$ cat src/rtl/treasure_serial_tx_if.sv
// treasure_serial_tx_if: result capture, SIG request and serial output signals of the treasure transmitter.
interface treasure_serial_tx_if #(parameter int COLOR_W = 2, parameter int SHAPE_W = 2);
  logic [7:0] RESULT;
  logic colorFinished;
  logic [SHAPE_W-1:0] shape;
  logic shapeFinished;
  logic SIG;
  logic DATA;
  logic [SHAPE_W+COLOR_W-1:0] SHAPE_DATA;
  logic FRAME_DONE;
  logic [7:0] BIT_IDX;
  modport master (output RESULT, colorFinished, shape, shapeFinished, SIG,
                  input DATA, SHAPE_DATA, FRAME_DONE, BIT_IDX);
  modport slave (input RESULT, colorFinished, shape, shapeFinished, SIG,
                 output DATA, SHAPE_DATA, FRAME_DONE, BIT_IDX);
endinterface

$ cat src/rtl/treasure_serial_tx.sv
// treasure_serial_tx: SIG-paced serial sender of the latest {shape, color} result.
// Frames are marker + payload (+ parity) per copy, REPEATS copies, then GAP_BITS zeros.
module treasure_serial_tx #(
  parameter int COLOR_W = 2,
  parameter int SHAPE_W = 2,
  parameter int REPEATS = 2,
  parameter int GAP_BITS = 1,
  parameter int PARITY_EN = 0,
  parameter int SYNC_STAGES = 2
) (
  input logic CLK,
  input logic RST_N,
  treasure_serial_tx_if.slave bus
);
  localparam int P = SHAPE_W + COLOR_W;
  localparam int L = REPEATS * (1 + P + PARITY_EN) + GAP_BITS;
  typedef enum logic [2:0] {IDLE, MARK, PAY, PAR, GAP} state_t;
  state_t state_q, state_d;
  logic [SYNC_STAGES-1:0] sig_sync_q, sig_sync_d;
  logic sig_prev_q, sig_prev_d, color_prev_q, color_prev_d, shape_prev_q, shape_prev_d;
  logic [P-1:0] shape_data_q, shape_data_d, snap_q, snap_d, sh_q, sh_d;
  logic [7:0] rep_q, rep_d, cnt_q, cnt_d, idx_q, idx_d;
  logic data_q, data_d, frame_done_q, frame_done_d;
  logic req, new_frame, end_copy;
  always_comb begin
    color_prev_d = bus.colorFinished;
    shape_prev_d = bus.shapeFinished;
    shape_data_d = {bus.shapeFinished & ~shape_prev_q ? bus.shape : shape_data_q[P-1:COLOR_W],
                    bus.colorFinished & ~color_prev_q ? bus.RESULT[COLOR_W-1:0] : shape_data_q[COLOR_W-1:0]};
    sig_sync_d = {sig_sync_q[SYNC_STAGES-2:0], bus.SIG};
    sig_prev_d = sig_sync_q[SYNC_STAGES-1];
    req = sig_sync_q[SYNC_STAGES-1] & ~sig_prev_q;
    state_d = state_q;
    snap_d = snap_q;
    sh_d = sh_q;
    rep_d = rep_q;
    cnt_d = cnt_q;
    idx_d = idx_q;
    data_d = data_q;
    new_frame = 1'b0;
    end_copy = 1'b0;
    if (req) begin
      idx_d = idx_q + 8'd1;
      case (state_q)
        MARK: begin
          state_d = PAY;
          data_d = snap_q[P-1];
          sh_d = snap_q << 1;
          cnt_d = 8'd1;
        end
        PAY: begin
          if (cnt_q < 8'(P)) begin
            data_d = sh_q[P-1];
            sh_d = sh_q << 1;
            cnt_d = cnt_q + 8'd1;
          end else if (PARITY_EN != 0) begin
            state_d = PAR;
            data_d = ^snap_q;
          end else end_copy = 1'b1;
        end
        PAR: end_copy = 1'b1;
        GAP: begin
          if (cnt_q < 8'(GAP_BITS)) cnt_d = cnt_q + 8'd1;
          else new_frame = 1'b1;
        end
        default: new_frame = 1'b1;
      endcase
      if (end_copy) begin
        if (rep_q < 8'(REPEATS - 1)) begin
          state_d = MARK;
          rep_d = rep_q + 8'd1;
          data_d = 1'b1;
        end else if (GAP_BITS > 0) begin
          state_d = GAP;
          cnt_d = 8'd1;
          data_d = 1'b0;
        end else new_frame = 1'b1;
      end
      // The snapshot takes the held value from before any same-cycle strobe update.
      if (new_frame) begin
        state_d = MARK;
        snap_d = shape_data_q;
        rep_d = 8'd0;
        idx_d = 8'd0;
        data_d = 1'b1;
      end
    end
    frame_done_d = req && idx_d == 8'(L - 1);
  end
  always_ff @(posedge CLK or negedge RST_N) begin
    if (!RST_N) begin
      state_q <= IDLE;
      sig_sync_q <= '1;
      sig_prev_q <= 1'b1;
      color_prev_q <= 1'b0;
      shape_prev_q <= 1'b0;
      shape_data_q <= '0;
      snap_q <= '0;
      sh_q <= '0;
      rep_q <= 8'd0;
      cnt_q <= 8'd0;
      idx_q <= 8'd0;
      data_q <= 1'b1;
      frame_done_q <= 1'b0;
    end else begin
      state_q <= state_d;
      sig_sync_q <= sig_sync_d;
      sig_prev_q <= sig_prev_d;
      color_prev_q <= color_prev_d;
      shape_prev_q <= shape_prev_d;
      shape_data_q <= shape_data_d;
      snap_q <= snap_d;
      sh_q <= sh_d;
      rep_q <= rep_d;
      cnt_q <= cnt_d;
      idx_q <= idx_d;
      data_q <= data_d;
      frame_done_q <= frame_done_d;
    end
  end
  assign bus.DATA = data_q;
  assign bus.SHAPE_DATA = shape_data_q;
  assign bus.FRAME_DONE = frame_done_q;
  assign bus.BIT_IDX = idx_q;
endmodule

$ cat src/flat_wrapper.sv
// flat-port wrapper written by rule: the top's interface ports become plain ports
module treasure_serial_tx_flat 
#(
  parameter int COLOR_W = 2,
  parameter int SHAPE_W = 2,
  parameter int REPEATS = 2,
  parameter int GAP_BITS = 1,
  parameter int PARITY_EN = 0,
  parameter int SYNC_STAGES = 2
)
  (CLK, RST_N, bus_RESULT, bus_colorFinished, bus_shape, bus_shapeFinished, bus_SIG, bus_DATA, bus_SHAPE_DATA, bus_FRAME_DONE, bus_BIT_IDX);
  treasure_serial_tx_if #(.COLOR_W(COLOR_W), .SHAPE_W(SHAPE_W)) bus_i ();
  input logic CLK;
  input logic RST_N;
  input wire logic [$bits(bus_i.RESULT)-1:0] bus_RESULT;
  input wire logic [$bits(bus_i.colorFinished)-1:0] bus_colorFinished;
  input wire logic [$bits(bus_i.shape)-1:0] bus_shape;
  input wire logic [$bits(bus_i.shapeFinished)-1:0] bus_shapeFinished;
  input wire logic [$bits(bus_i.SIG)-1:0] bus_SIG;
  output wire logic [$bits(bus_i.DATA)-1:0] bus_DATA;
  output wire logic [$bits(bus_i.SHAPE_DATA)-1:0] bus_SHAPE_DATA;
  output wire logic [$bits(bus_i.FRAME_DONE)-1:0] bus_FRAME_DONE;
  output wire logic [$bits(bus_i.BIT_IDX)-1:0] bus_BIT_IDX;
  assign bus_i.RESULT = bus_RESULT;
  assign bus_i.colorFinished = bus_colorFinished;
  assign bus_i.shape = bus_shape;
  assign bus_i.shapeFinished = bus_shapeFinished;
  assign bus_i.SIG = bus_SIG;
  assign bus_DATA = bus_i.DATA;
  assign bus_SHAPE_DATA = bus_i.SHAPE_DATA;
  assign bus_FRAME_DONE = bus_i.FRAME_DONE;
  assign bus_BIT_IDX = bus_i.BIT_IDX;
  treasure_serial_tx #(.COLOR_W(COLOR_W), .SHAPE_W(SHAPE_W), .REPEATS(REPEATS), .GAP_BITS(GAP_BITS), .PARITY_EN(PARITY_EN), .SYNC_STAGES(SYNC_STAGES)) u_core (.CLK(CLK), .RST_N(RST_N), .bus(bus_i));
endmodule
$ cat config.mk
export PLATFORM = sky130hd
export DESIGN_NAME = treasure_serial_tx_flat
export DESIGN_NICKNAME = d
export VERILOG_FILES = /design/src/rtl/treasure_serial_tx_if.sv /design/src/rtl/treasure_serial_tx.sv /design/src/flat_wrapper.sv
export SDC_FILE = /design/constraint.sdc
export NUM_CORES = 1
export LEC_CHECK = 0
export CAP_MARGIN = 20
export CORE_MARGIN = 2
export CORE_UTILIZATION = 58
export CTS_CLUSTER_DIAMETER = 100
export DETAILED_ROUTE_END_ITERATION = 7
export PLACE_DENSITY = 0.84
export SLEW_MARGIN = 40
export SYNTH_ARGS = -nofsm -noshare
export SYNTH_HDL_FRONTEND = slang
export SYNTH_SLANG_ARGS = --single-unit
$ cat constraint.sdc
create_clock -name CLK -period 3.3 [get_ports CLK]
set_input_delay 0.66 -clock CLK [delete_from_list [all_inputs] [get_ports CLK]]
set_output_delay 0.66 -clock CLK [all_outputs]
set_load 0.005 [all_outputs]
* Word-level counts from Yosys, hierarchy flattened
Index checks and enable logic that the tools add are counted.
** Word-level totals
- Register bits :: 46
- Input port bits :: 15
- Output and inout bits :: 14
** Operators by class
- $add $sub $neg :: 3
- Magnitude comparators :: 3
- Equality and inequality tests :: 7
- Muxes and demuxes :: 27
- Bitwise gates (word level) :: 6
- Reduce and logical (&&, ||, !) cells :: 12
** Operator list (number)
- 8-bit two-way mux :: 9
- 8-bit by 1-bit adder with 8-bit output (second input constant) :: 3
- 8-bit one-hot mux with 3 select lines :: 1
- 8-bit by 1-bit < comparator with 1-bit output (second input constant) :: 2
- 3-bit two-way mux :: 4
- 3-bit AND reduction :: 3
- 8-bit by 4-bit equality test with 1-bit output (second input constant) :: 1
- 8-bit by 3-bit < comparator with 1-bit output (second input constant) :: 1
- 1-bit two-way mux :: 8
- 4-bit one-hot mux with 2 select lines :: 1
- 3-bit by 2-bit equality test with 1-bit output (second input constant) :: 2
- 1-bit one-hot mux with 2 select lines :: 3
- 2-bit nonzero test :: 3
- 4-bit two-way mux :: 1
- 4-bit by 1-bit inequality test with 1-bit output (second input constant) :: 1
- 2-bit AND reduction :: 2
- 4-bit nonzero test :: 1
- 1-bit bitwise AND :: 3
- 3-bit by 1-bit equality test with 1-bit output (second input constant) :: 1
- 3-bit equality test (second input constant) :: 1
- 1-bit inverter :: 3
- 3-bit nonzero test :: 1
- 3-bit OR reduction :: 1
- 2-bit by 1-bit inequality test with 1-bit output (second input constant) :: 1
- 1-bit logical AND :: 1

* Longest topological paths before layout
- Depth after elaboration :: 8
- Depth in mapped cells :: 8
- Depth with buffers taken out :: 7

* Worst setup path after synthesis
No wires, ideal clock.
- Path type :: flip-flop to flip-flop
- From :: register u_core.rep_q[0]
- To :: register u_core.rep_q[0]
- Library setup time :: 0.125 ns
- Arrival :: 1.723 ns
- Slack :: 1.453 ns
- Cell stages (with the launch flop) :: 7
- Path buffers :: 0
- Period minus slack after synthesis :: 1.847 ns
- Path through :: dfrtp_1 > inv_1 > ha_1 > or4b_1 > nor4_4 > o221ai_1 > mux2_2
** Between the ends
- Word-level cells in the longest chain between the ends :: 4
- Elaborated cells on any way between the ends :: 7
** Ends and longest elaborated chain
- start, declared :: RTL line treasure_serial_tx.sv:22 : logic [7:0] rep_q, rep_d, cnt_q, cnt_d, idx_q, idx_d;
- start signal, assigned :: RTL line treasure_serial_tx.sv:114 : rep_q <= rep_d;
- 8-bit by 1-bit adder with 8-bit output :: RTL line treasure_serial_tx.sv:71 : rep_d = rep_q + 8'd1;
- 8-bit two-way mux :: RTL line treasure_serial_tx.sv:69 : if (rep_q < 8'(REPEATS - 1)) begin
- 8-bit two-way mux :: RTL line treasure_serial_tx.sv:68 : if (end_copy) begin
- 8-bit two-way mux :: RTL line treasure_serial_tx.sv:80 : if (new_frame) begin
Parallel ways exist; a longest one is shown, timed or not. The select of a mux whose other input is x is not followed.
A chain may end at the register's enable or synchronous reset.

* Final worst setup path
Ends and elaborated chain as after synthesis.

==> results.env <==
GRTUSAGETOTAL_PCT=21.0
IOS=29
TIMING.SLEW.HEADROOM_PCT=61.5
INSTANCES_NO_FILL=251
GLOBALROUTE.TOTALOVERFLOW=0
PATH_CLK_SLEW_NS=0.13
SYNTH-COMPOUND-AREA-SHARE_PCT=10.7
FMAX_MHz=468
MET3ROUTEDLENGTH_UM=193
CRITICAL_PATH_CLASS='reg -> reg'
PLACED_AREA_UM2=2350
N_ANTENNA_CELL=0
DIE_WIDTH_UM=64.0
YS_TOP_CELLS_BY_AREA='dfrtp_1 (49%), mux2_2 (5.4%), dfstp_2 (5.0%)'
DRIVE_GT1_SHARE_PCT=17.6
ROUTED-WL-MET2_UM=1940
FIN_AREA_UM2=2440
POST_SYNTH_DESIGN_CELL_AREA_UM2=2090
WORSTPATHARRIVAL_NS=2.39
SYNTH_FA_HA_AREA_SHARE_PCT=3.00
PLACEDCELLCOUNT=243
POST_DRT_WL_PER_CELL_UM=15.1
FIN_CRIT_NS=2.14
CLOCK-SINKS=45
GRT_PASS1_WL_UM=6550
SYNTH-SIMPLE-AREA-SHARE_PCT=19.8
DRC_ERRORS=0
CRITICAL_PATH_REQUIRED_NS=3.55
CLOCK_SKEW_NS=0.0121
ANTENNA_FOUND_INITIAL=0
SYNTH_XOR_XNOR_AREA_SHARE_PCT=2.10
POWER.SHARE.SEQUENTIAL_PCT=46.8
POST_SYNTH_MUX_AREA_SHARE_PCT=7.79
YS_DOMINANT_REG_CELL='dfrtp_1'
NUM_VIAS=1440
HOLD_WS_NS=0.276
ASYNCSETRESETFLOPFRACSYNTH_PCT=100
SYNTH_TOP_FAMILY_BY_AREA='simple AND/OR/NAND/NOR gates'
GP_ROUTABILITY_CONGESTION=0.854
SYNTH-EDFF-COUNT=0
CTS.ROOT.BUFFER_CELL='clkbuf_4'
PLACEABLECOREAREA_UM2=3390
ROW_COUNT=21
MAX-CAP-VIOLATIONS=0
LEAKAGE_nW=1.08
SETUP_VIOLATIONS=0
SYNTHCELLS=180
NUMBER_OF_SLEW_LIMIT_VIOLATIONS_IN_THE_FINAL_REPORT=0
MAXIMUM_NUMBER_OF_PINS_ON_ONE_NET_BEFORE_GLOBAL_ROUTE_REPAIR=46
CLKLATENCYLATEPIN_NS=0.36
DRT_PASS1_ITERATIONS=4
CP-START-KIND='flip-flop'
PORTION_OF_THE_POST_SYNTHESIS_AREA_USED_BY_SEQUENTIAL_ELEMENTS_PCT=54.2
FINAL_CRITICAL_PATH_SHARE_OF_THE_CLOCK_PERIOD_PCT=64.8
DIE-AREA_UM2=4090
WORST_SETUP_PATH_END_KIND='flip-flop'
FIN_NETS=224
POWER.SWITCHING_FRACTION_PCT=33.9
CHIPHEIGHT_UM=64.0
SYNTH_TOP_CELL_AREA_SHARE_PCT=49.2
WL_FINAL_UM=3790
DETAIL-ROUTE-ANTENNA-NETS=0
MAPPEDNETLISTNETS=200
MAX-CLOCK-PATH-BUFFERS=2
FLOW.AREA_GROWTH_FROM_SYNTHESIS_PCT=17.0
SYNTH_WARNINGS=0
MAX-VDD-IR-DROP_V=0.000447
TIGHTEST_SLEW_NS=0.577
SYNTH.CELLS.MOST_FREQUENT='dfrtp_1 (41), nand2_1 (15), nor2_1 (12)'
PLACE.PORT_BUFFERS=22
POST_CTS_SETUP_BUFFER_COUNT=0
SYNTH_CELL_TYPE_COUNT=46
OUTCOME='complete, no violations'
CTS_TREE='built'
POST-SYNTH-TOP-COUNT-CELL='dfrtp_1'
INTPOWER_mW=1.15
FRACTION_OF_POWER_CONSUMED_BY_THE_CLOCK_NETWORK_PCT=20.3
DRT_ITER0_DRC=56
SYNTHESIZED_AREA_PER_CELL_UM2=11.6
COMBPWRFRAC_PCT=32.9
NETLIST.TOP_CELL.BY_AREA='dfrtp_1'
CRITPATHMAXFANOUT=4
POST_CTS_RESIZED=0
VIA_COUNT_OF_THE_FIRST_GLOBAL_ROUTING_PASS=1418
CTS-BUFFERS-INSERTED=5
FIN_HOLD_VIOLS=0
TOP_METAL_USED='met4'
DRT-VIAS-PER-INSTANCE=5.74
POWER.DENSITY_nW_PER_UM2=710
MIN-DELAY-PATH-CLASS='in -> async'
CTS_HOLD_BUF=0
SETUP_TNS_NS=0
HPWLAFTERDP_UM=2780
START_UTIL_PCT=61.6
DRT-MET1-WL_UM=1550
RSZ_0062_RAISED_AFTER_GLOBAL_ROUTING='no'
SWITCHING_POWER_mW=0.588
FINALPOWER_mW=1.73
YOSYS_REGISTER_BITS=45
CTS_MAX_LEVEL=2
[final timing paths]
path	to	cells past startpoint	slack, ns	from
hold / removal	u_core.bus.BIT_IDX[1]	1	0.28	RST_N
max in group asynchronous	u_core.bus.DATA	1	2.64	RST_N
setup reg to reg	u_core.rep_q[0]	6	1.16	u_core.rep_q[0]
setup / recovery	u_core.rep_q[0]	6	1.16	u_core.rep_q[0]
min in group CLK	u_core.sig_sync_q[1]	0	0.37	u_core.sig_sync_q[0]
hold reg to reg	u_core.sig_sync_q[1]	0	0.37	u_core.sig_sync_q[0]
[final cells by class]
cell class / count / area [um2]
clock buffers: 6 / 51.3
inverters: 7 / 26.3
well taps: 46 / 57.6
fillers: 254 / 947
multi-input cells: 122 / 913
clock inverters: 2 / 37.5
flip-flops and latches: 45 / 1130
repair buffers: 23 / 225
[state kept, by name (all words and copies together), names as in the netlist]
| name | flops |
|---|---|
| u_core.color_prev_q | 1 |
| u_core.sig_prev_q | 1 |
| u_core.bus.BIT_IDX | 8 |
| u_core.snap_q | 4 |
| u_core.sig_sync_q | 2 |
| u_core.bus.SHAPE_DATA | 4 |
| u_core.state_q | 3 |
| u_core.shape_prev_q | 1 |
| u_core.cnt_q | 8 |
| u_core.sh_q | 3 |
| u_core.bus.FRAME_DONE | 1 |
| u_core.bus.DATA | 1 |
| u_core.rep_q | 8 |
[per-stage QoR]
step                      setup slack (ns)  utilization [%]
after floorplan                       1.45                -
after global placement               0.973             69.1
after detailed placement              1.10             69.3
after CTS                             1.07             71.9
after global routing                  1.06             72.1
final                                 1.16             72.1
[layout by cell type, fill, tap and decap left out, types with 3 or more instances in the layout]
master / instances
dfrtp_1: 41
clkdlybuf4s50_1: 21
nand2_1: 15
nor2_1: 11
nor2b_1: 10
mux2_2: 10
inv_1: 7
a21oi_1: 7
o21ai_0: 6
nand3_1: 5
a31oi_1: 5
mux2i_1: 5
ha_1: 5
clkbuf_4: 5
and2_1: 4
dfstp_2: 4
xor2_1: 3
[cells by family (layout without fill, tap and decap cells)]
logic type / after synthesis / after routing
buffers and inverters: 13 / 38
multiplexers: 15 / 15
XOR/XNOR: 5 / 5
AND/OR/NAND/NOR: 64 / 64
adder cells (fa/ha/maj): 5 / 5
flip-flops: 45 / 45
AO/OA/AOI/OAI: 33 / 33
[power by group through the flow]
stage                     sequential, mW  combinational (mW)  clock, mW
final                              0.812               0.570      0.352
after global routing               0.834               0.635      0.384
after CTS                          0.810               0.571      0.364
after detailed placement           0.819               0.570          0
after global placement             0.810               0.541          0
after floorplan                    0.761               0.435          0
[per-layer routing]
metal	up-vias	GRT usage, %
met5	-	0
met1	699	25.4
li1	685	-
met2	47	35.4
met4	0	8.70
met3	9	5.46
[critical path: stages (launching register included)]
cell	delay (ns)
dfrtp_1	0.41
inv_1	0.09
ha_1	0.15
or4b_1	0.49
nor4_4	0.28
o221ai_1	0.28
mux2_2	0.32
Power figures use the tool's default switching activity.
